===== config.mk =====
export PLATFORM = sky130hd
export DESIGN_NAME = add_round_key_unit
export DESIGN_NICKNAME = d
export VERILOG_FILES = /design/src/rtl/add_round_key_unit.sv
export SDC_FILE = /design/constraint.sdc
export NUM_CORES = 2
export LEC_CHECK = 0
export CAP_MARGIN = 20
export CELL_PAD_IN_SITES_DETAIL_PLACEMENT = 0
export CELL_PAD_IN_SITES_GLOBAL_PLACEMENT = 1
export CORE_ASPECT_RATIO = 0.7
export CORE_MARGIN = 1.5
export CORE_UTILIZATION = 50
export DETAILED_ROUTE_END_ITERATION = 8
export HOLD_SLACK_MARGIN = 0.08
export PLACE_DENSITY_LB_ADDON = 0.1
export SETUP_SLACK_MARGIN = 0.1
export SLEW_MARGIN = 0
export SYNTH_ARGS = -nofsm -noshare
export SYNTH_HDL_FRONTEND = slang
export SYNTH_SLANG_ARGS = --single-unit

===== constraint.sdc =====
create_clock -name clk -period 16.4 [get_ports clk]
set_clock_uncertainty 0.05 [all_clocks]
set_input_delay 4.1 -clock clk [delete_from_list [all_inputs] [get_ports clk]]
set_output_delay 4.1 -clock clk [all_outputs]
set_load 0.02 [all_outputs]

===== src/rtl/add_round_key_unit.sv =====
// AddRoundKey stage: round-key bank feeding a one-entry registered output with valid/ready.
// Optional feature macro ARK_ERR_COUNT_EN adds a saturating err_count output.
module add_round_key_unit #(
    parameter int BLOCK_W  = 128,
    parameter int NUM_KEYS = 11,
    parameter int IDX_W    = 4
) (
    input  logic               clk,
    input  logic               reset,
    input  logic               key_we,
    input  logic [IDX_W-1:0]   key_waddr,
    input  logic [BLOCK_W-1:0] key_wdata,
    input  logic               key_clear,
    input  logic               in_valid,
    output logic               in_ready,
    input  logic [BLOCK_W-1:0] in_state,
    input  logic [IDX_W-1:0]   in_round,
    output logic               out_valid,
    input  logic               out_ready,
    output logic [BLOCK_W-1:0] out_state,
    output logic [IDX_W-1:0]   out_round,
    output logic               out_err
`ifdef ARK_ERR_COUNT_EN
    ,
    output logic [15:0]        err_count
`endif
);

    typedef enum logic [0:0] {
        EMPTY = 1'b0,
        FULL  = 1'b1
    } state_t;

    state_t               state_r;
    state_t               state_s;
    logic [BLOCK_W-1:0]   key_mem_r [NUM_KEYS];
    logic [NUM_KEYS-1:0]  key_vld_r;
    logic [BLOCK_W-1:0]   sel_key_s;
    logic                 sel_hit_s;
    logic                 accept_s;
    logic [BLOCK_W-1:0]   res_state_s;
    logic                 res_err_s;
    logic [BLOCK_W-1:0]   out_state_r;
    logic [IDX_W-1:0]     out_round_r;
    logic                 out_err_r;

    assign out_valid = (state_r == FULL);
    assign in_ready  = !out_valid || out_ready;
    assign accept_s  = in_valid && in_ready;
    assign out_state = out_state_r;
    assign out_round = out_round_r;
    assign out_err   = out_err_r;

    // Key slot data; not reset, only the valid bits gate its use.
    always_ff @(posedge clk) begin
        for (int i = 0; i < NUM_KEYS; i++) begin
            if (key_we && (key_waddr == i[IDX_W-1:0])) begin
                key_mem_r[i] <= key_wdata;
            end
        end
    end

    // Per-slot valid bits; clear dominates a simultaneous write.
    always_ff @(posedge clk) begin
        if (reset) begin
            key_vld_r <= '0;
        end else if (key_clear) begin
            key_vld_r <= '0;
        end else begin
            for (int i = 0; i < NUM_KEYS; i++) begin
                if (key_we && (key_waddr == i[IDX_W-1:0])) begin
                    key_vld_r[i] <= 1'b1;
                end
            end
        end
    end

    // One-hot key select; a miss leaves sel_key_s zero so the state passes through unchanged.
    always_comb begin
        sel_key_s = '0;
        sel_hit_s = 1'b0;
        for (int i = 0; i < NUM_KEYS; i++) begin
            sel_key_s = sel_key_s | ({BLOCK_W{(in_round == i[IDX_W-1:0]) && key_vld_r[i]}} & key_mem_r[i]);
            sel_hit_s = sel_hit_s | ((in_round == i[IDX_W-1:0]) && key_vld_r[i]);
        end
        res_state_s = in_state ^ sel_key_s;
        res_err_s   = !sel_hit_s;
    end

    // Output-register next state.
    always_comb begin
        state_s = state_r;
        case (state_r)
            EMPTY: begin
                if (accept_s) begin
                    state_s = FULL;
                end else begin
                    state_s = EMPTY;
                end
            end
            FULL: begin
                if (out_ready && !accept_s) begin
                    state_s = EMPTY;
                end else begin
                    state_s = FULL;
                end
            end
            default: state_s = EMPTY;
        endcase
    end

    // Output register; loads only on accept so a stalled result holds stable.
    always_ff @(posedge clk) begin
        if (reset) begin
            state_r     <= EMPTY;
            out_state_r <= '0;
            out_round_r <= '0;
            out_err_r   <= 1'b0;
        end else begin
            state_r <= state_s;
            if (accept_s) begin
                out_state_r <= res_state_s;
                out_round_r <= in_round;
                out_err_r   <= res_err_s;
            end
        end
    end

`ifdef ARK_ERR_COUNT_EN
    logic [15:0] err_cnt_r;

    // Saturating count of accepted requests that will flag out_err.
    always_ff @(posedge clk) begin
        if (reset) begin
            err_cnt_r <= 16'd0;
        end else if (key_clear) begin
            err_cnt_r <= 16'd0;
        end else if (accept_s && res_err_s && (err_cnt_r != 16'hFFFF)) begin
            err_cnt_r <= err_cnt_r + 16'd1;
        end
    end

    assign err_count = err_cnt_r;
`endif

endmodule


# Word level (Yosys, flattened, before mapping)
# Memory sizes are Yosys's and may differ from the RTL's.
# Index checks and enable logic that the tools add are counted.
[word_totals]
regBits = 145
latchBits = 0
ram_bits = 1408
mem_bits_ro = 0
output_inout_bits = 135
wordCells = 165
n_memories = 1
[classes]
n_addsub = 0
mul = 0
n_div = 0
magnitude_cmp = 0
n_eq_ne = 20
n_shift = 0
n_mux = 55
bitwise = 33
n_reduce_logical = 41
[mem_list]
columns = ["name", "depth", "word_bits", "read_ports", "rd_clocked_by_memory_dff", "write_ports", "line_no", "source"]
rows = [
  ["key_mem_r", 11, 128, 11, 0, 1, "36", "logic [BLOCK_W-1:0] key_mem_r [NUM_KEYS];"],
]
[op_table]
columns = ["operator", "n"]
rows = [
  ["$and 128x128->128", 11],
  ["$mux 128", 10],
  ["$or 128x128->128", 10],
  ["$reduce_or 128->1", 10],
  ["$xor 128x128->128", 1],
  ["$mux 4", 10],
  ["$mux 1", 34],
  ["$eq 4x3->1 const B", 8],
  ["$eq 4x4->1 const B", 6],
  ["$logic_and 1x1->1", 24],
  ["$eq 4x2->1 const B", 4],
  ["$or 1x1->1", 10],
  ["$eq 4x1->1 const B", 2],
  ["$logic_not 4->1", 2],
  ["$logic_not 1->1", 3],
  ["$pmux 1 s2", 1],
  ["$reduce_or 2->1", 1],
  ["$logic_or 1x1->1", 1],
  ["$not 1->1", 1],
]

# Depth between registers and ports, before layout
[logic_depth]
ltp_word = 15
ltp_mapped = 10

# Worst setup path after synthesis
# No wires, ideal clock.
[synth_timing]
kind = "input to register"
start = "in key_waddr[2]"
end = "mem key_mem_r[0][0], enable pin"
arrival_time_ns = 13.305
required_time_ns = 15.574
slack_ns = 2.268
path_stages = 2
path_cell_list = "or3b_2 -> nor3_1"
[synth_between]
elab_chain_len = 15
[synth_rtl]
columns = ["item", "line_no", "source"]
rows = [
  ["start: declaration", "11", "input logic [IDX_W-1:0] key_waddr,"],
  ["$eq 4x1->1", "57", "if (key_we && (key_waddr == i[IDX_W-1:0])) begin"],
  ["$logic_and 1x1->1", "57", ""],
  ["$mux 1", "57", ""],
  ["$mux 1 (implied by the code)", "58", "key_mem_r[i] <= key_wdata;"],
  ["$reduce_or 128->1 (no source line)", "n/a", ""],
  ["$mux 4 (no source line) / $mux 1 (equally long branches) (10 in a row)", "n/a", ""],
  ["end: declaration", "36", ""],
]
# Parallel ways exist; a longest one is shown, timed or not.

# Final worst setup path
[layout_timing]
start = "in out_ready"
end = "out in_ready"
[layout_between]
elab_chain_len = 1
[layout_rtl]
columns = ["item", "line_no", "source"]
rows = [
  ["start: declaration", "19", "input logic out_ready,"],
  ["$logic_or 1x1->1", "48", "assign in_ready = !out_valid || out_ready;"],
  ["end: declaration", "15", "output logic in_ready,"],
]
# No other way between the ends.

==> impl_metrics.json <==
{
  "cp-start-kind": "input pin",
  "powerDensity_mw_per_mm2": 119,
  "yosys_most_used_dff": "edfxtp_1",
  "syn2layout_area_growth_pct": 18.1,
  "slew_headroom_pct": 19.9,
  "viasPerCell": 6.18,
  "die_w_microns": 411,
  "ant_nets": 0,
  "final.period_utilization_pct": 57.8,
  "hold_class": "reg -> reg",
  "critPathMaxFanout": 4,
  "nets": 4271,
  "fin_cells": 5677,
  "wl_per_cell_microns": 29.5,
  "die_h_microns": 288,
  "cts_buffers": 149,
  "max_cap_viol_count": 0,
  "power_mw": 8.18,
  "avgSynthCellArea_sq_um": 16.1,
  "drt-pass1-iter-count": 8,
  "async_flop_share_pct": 0,
  "routabilityCongestion": 0.774,
  "die-area_sq_mm": 0.118,
  "rsz0062_at_grt": "no",
  "antenna_found_initial": 23,
  "place_area_sq_mm": 0.0637,
  "period_needed_ps": 9490,
  "synth_top_area_share_pct": 72.7,
  "critPathKind": "in -> out",
  "clockBufferDepth": 3,
  "syn_area_sq_mm": 0.0581,
  "placementRows": 104,
  "tritoncts": "done",
  "design_area_sq_mm": 0.0686,
  "drc": 34,
  "tightest_slew_ps": 1200,
  "dpl.hpwl_microns": 85900,
  "grt_max_degree": 106,
  "setup_viol": 0,
  "grt_usage_pct": 28.1,
  "synth_top_cell_by_area": "edfxtp_1",
  "max_freq_mhz": 105,
  "syn_nets": 3883,
  "synthTopCellsByCount": "1408 x edfxtp_1, 442 x a22oi_1, 212 x and3_1, 188 x nand2_1",
  "grt_pass1_vias": 34092,
  "synth_edf_count": 1408,
  "synth_area_leaders": "edfxtp_1 73%, a22oi_1 5.7%, dfxtp_1 5.0%, and3_1 2.3%, a22o_1 1.6%",
  "cts_setup_buffers": 0,
  "synth-seq-cells": 1553,
  "yosysWarnings": 0,
  "drive_gt1_share_pct": 8.11,
  "core_area_sq_mm": 0.115,
  "clock_latency_ps": 780,
  "routed_wl_microns": 168000,
  "cts-root-buf": "clkbuf_16",
  "clk_pin_slew_ps": 60,
  "io-pin-count": 405,
  "seq_area_frac_synth_pct": 77.7,
  "cts_resized": 0,
  "ctsHoldBuffers": 0,
  "grt.overflow.total": 0,
  "vdd_drop_max_mv": 0.0999,
  "crit_path_end_kind": "output port",
  "synth_cells": 3613,
  "grt_pass1_wl_microns": 239000,
  "start_util_pct": 50.5,
  "hold_ws_ps": 392,
  "n_fill_cell": 8702,
  "hold_viol": 0,
  "slew_violations": 0,
  "whs_path_depth": 2,
  "post-place-cells": 5386,
  "via_count": 35087,
  "cts.sinks": 1553,
  "outcome": "finished, violations left",
  "cp_data_required_time_ps": 12250,
  "htreeDepth": 4,
  "violations": "DRC",
  "drt_iter0_drc": 3688,
  "p_leak_nw": 22.3,
  "worst_ep_arrival_time_ps": 5340,
  "tns_ps": 0,
  "synth.distinct_cells": 54,
  "synth.most_common_cell": "edfxtp_1",
  "ff2ff_path_depth": 8,
  "portBuffers": 404
}
[flip-flops by register name, indices dropped and copies added, names as in the netlist]
name and count:
out_valid 1, key_mem_r 1408, out_err 1, key_vld_r 11, out_round 4, out_state 128
[logic make-up (layout without fill, tap and decap cells)]
logic type,after synthesis,in the layout,share of synthesized area [%]
AO/OA/AOI/OAI,801,801,10.0
XOR/XNOR,72,72,1.08
buffers and inverters,246,763,1.93
flip-flops,1553,1553,77.7
multiplexers,51,51,0.878
other,0,10,0
AND/OR/NAND/NOR,890,890,8.38
[worst paths after layout]
kind,from,to,slack [ps]
max,out_ready,in_ready,6910
min,out_state[27]$_SDFFE_PP0P_,out_state[27]$_SDFFE_PP0P_,390
max reg2reg,key_vld_r[4]$_SDFFE_PP0P_,out_state[51]$_SDFFE_PP0P_,12520
min reg2reg,out_state[27]$_SDFFE_PP0P_,out_state[27]$_SDFFE_PP0P_,390
[layout make-up]
class                      instances  area (sq um)  area share, %
timing repair buffer             479          4650           6.77
tap                             1537          1920           2.80
clock inverter                    81           798           1.16
inverter                           4          15.0         0.0219
multi-input combinational       1814         12000           17.5
sequential                      1553         45200           65.8
antenna                           10          25.0         0.0365
clock buffer                     199          4050           5.90
[placed cells by master, fill, tap and decap left out, types with 10 or more instances in the layout]
master           count
a22oi_1            442
a21oi_1             49
nand3_1             63
bufinv_16           10
clkinv_2            27
and3_1             212
clkdlybuf4s50_1    403
a2111oi_0           17
o21ai_1             51
nor2_4              12
nor3b_1             56
xnor2_1             72
o21a_1              11
a22o_1             108
buf_4               73
clkbuf_16          150
mux2i_1             51
a222oi_1            24
clkbuf_1            38
clkinv_1            26
dfxtp_1            145
nor4_1              61
clkbuf_8            11
edfxtp_1          1408
nand2_1            186
o21ai_0             70
diode_2             10
nor3_1              81
nor2_1              75
nand4_1             91
[power breakdown]
| group | total, mW | internal, mW | switching [mW] |
|---|---|---|---|
| Combinational | 0.342 | 0.129 | 0.213 |
| Clock | 3.40 | 1.91 | 1.49 |
| Sequential | 4.44 | 4.41 | 0.0301 |
[worst max-delay path, cell delays in order]
cell and delay [ps]:
clkdlybuf4s50_1 440, nand2b_1 170, clkdlybuf4s50_1 630
[stage by stage]
step	utilization, %	setup WS, ps
floorplan	-	2270
global placement	55.3	6890
detailed placement	55.3	6900
CTS	59.6	6910
global route	59.6	6870
finish	59.6	6910
[layer usage]
metal,up-vias,GRT usage [%],wire (microns)
li1,15336,-,-
met1,18044,40.9,73100
met2,1458,44.1,78200
met3,229,5.00,13100
met4,20,7.58,3160
met5,-,0,124
Note: power is estimated with default switching activity, not from simulation.
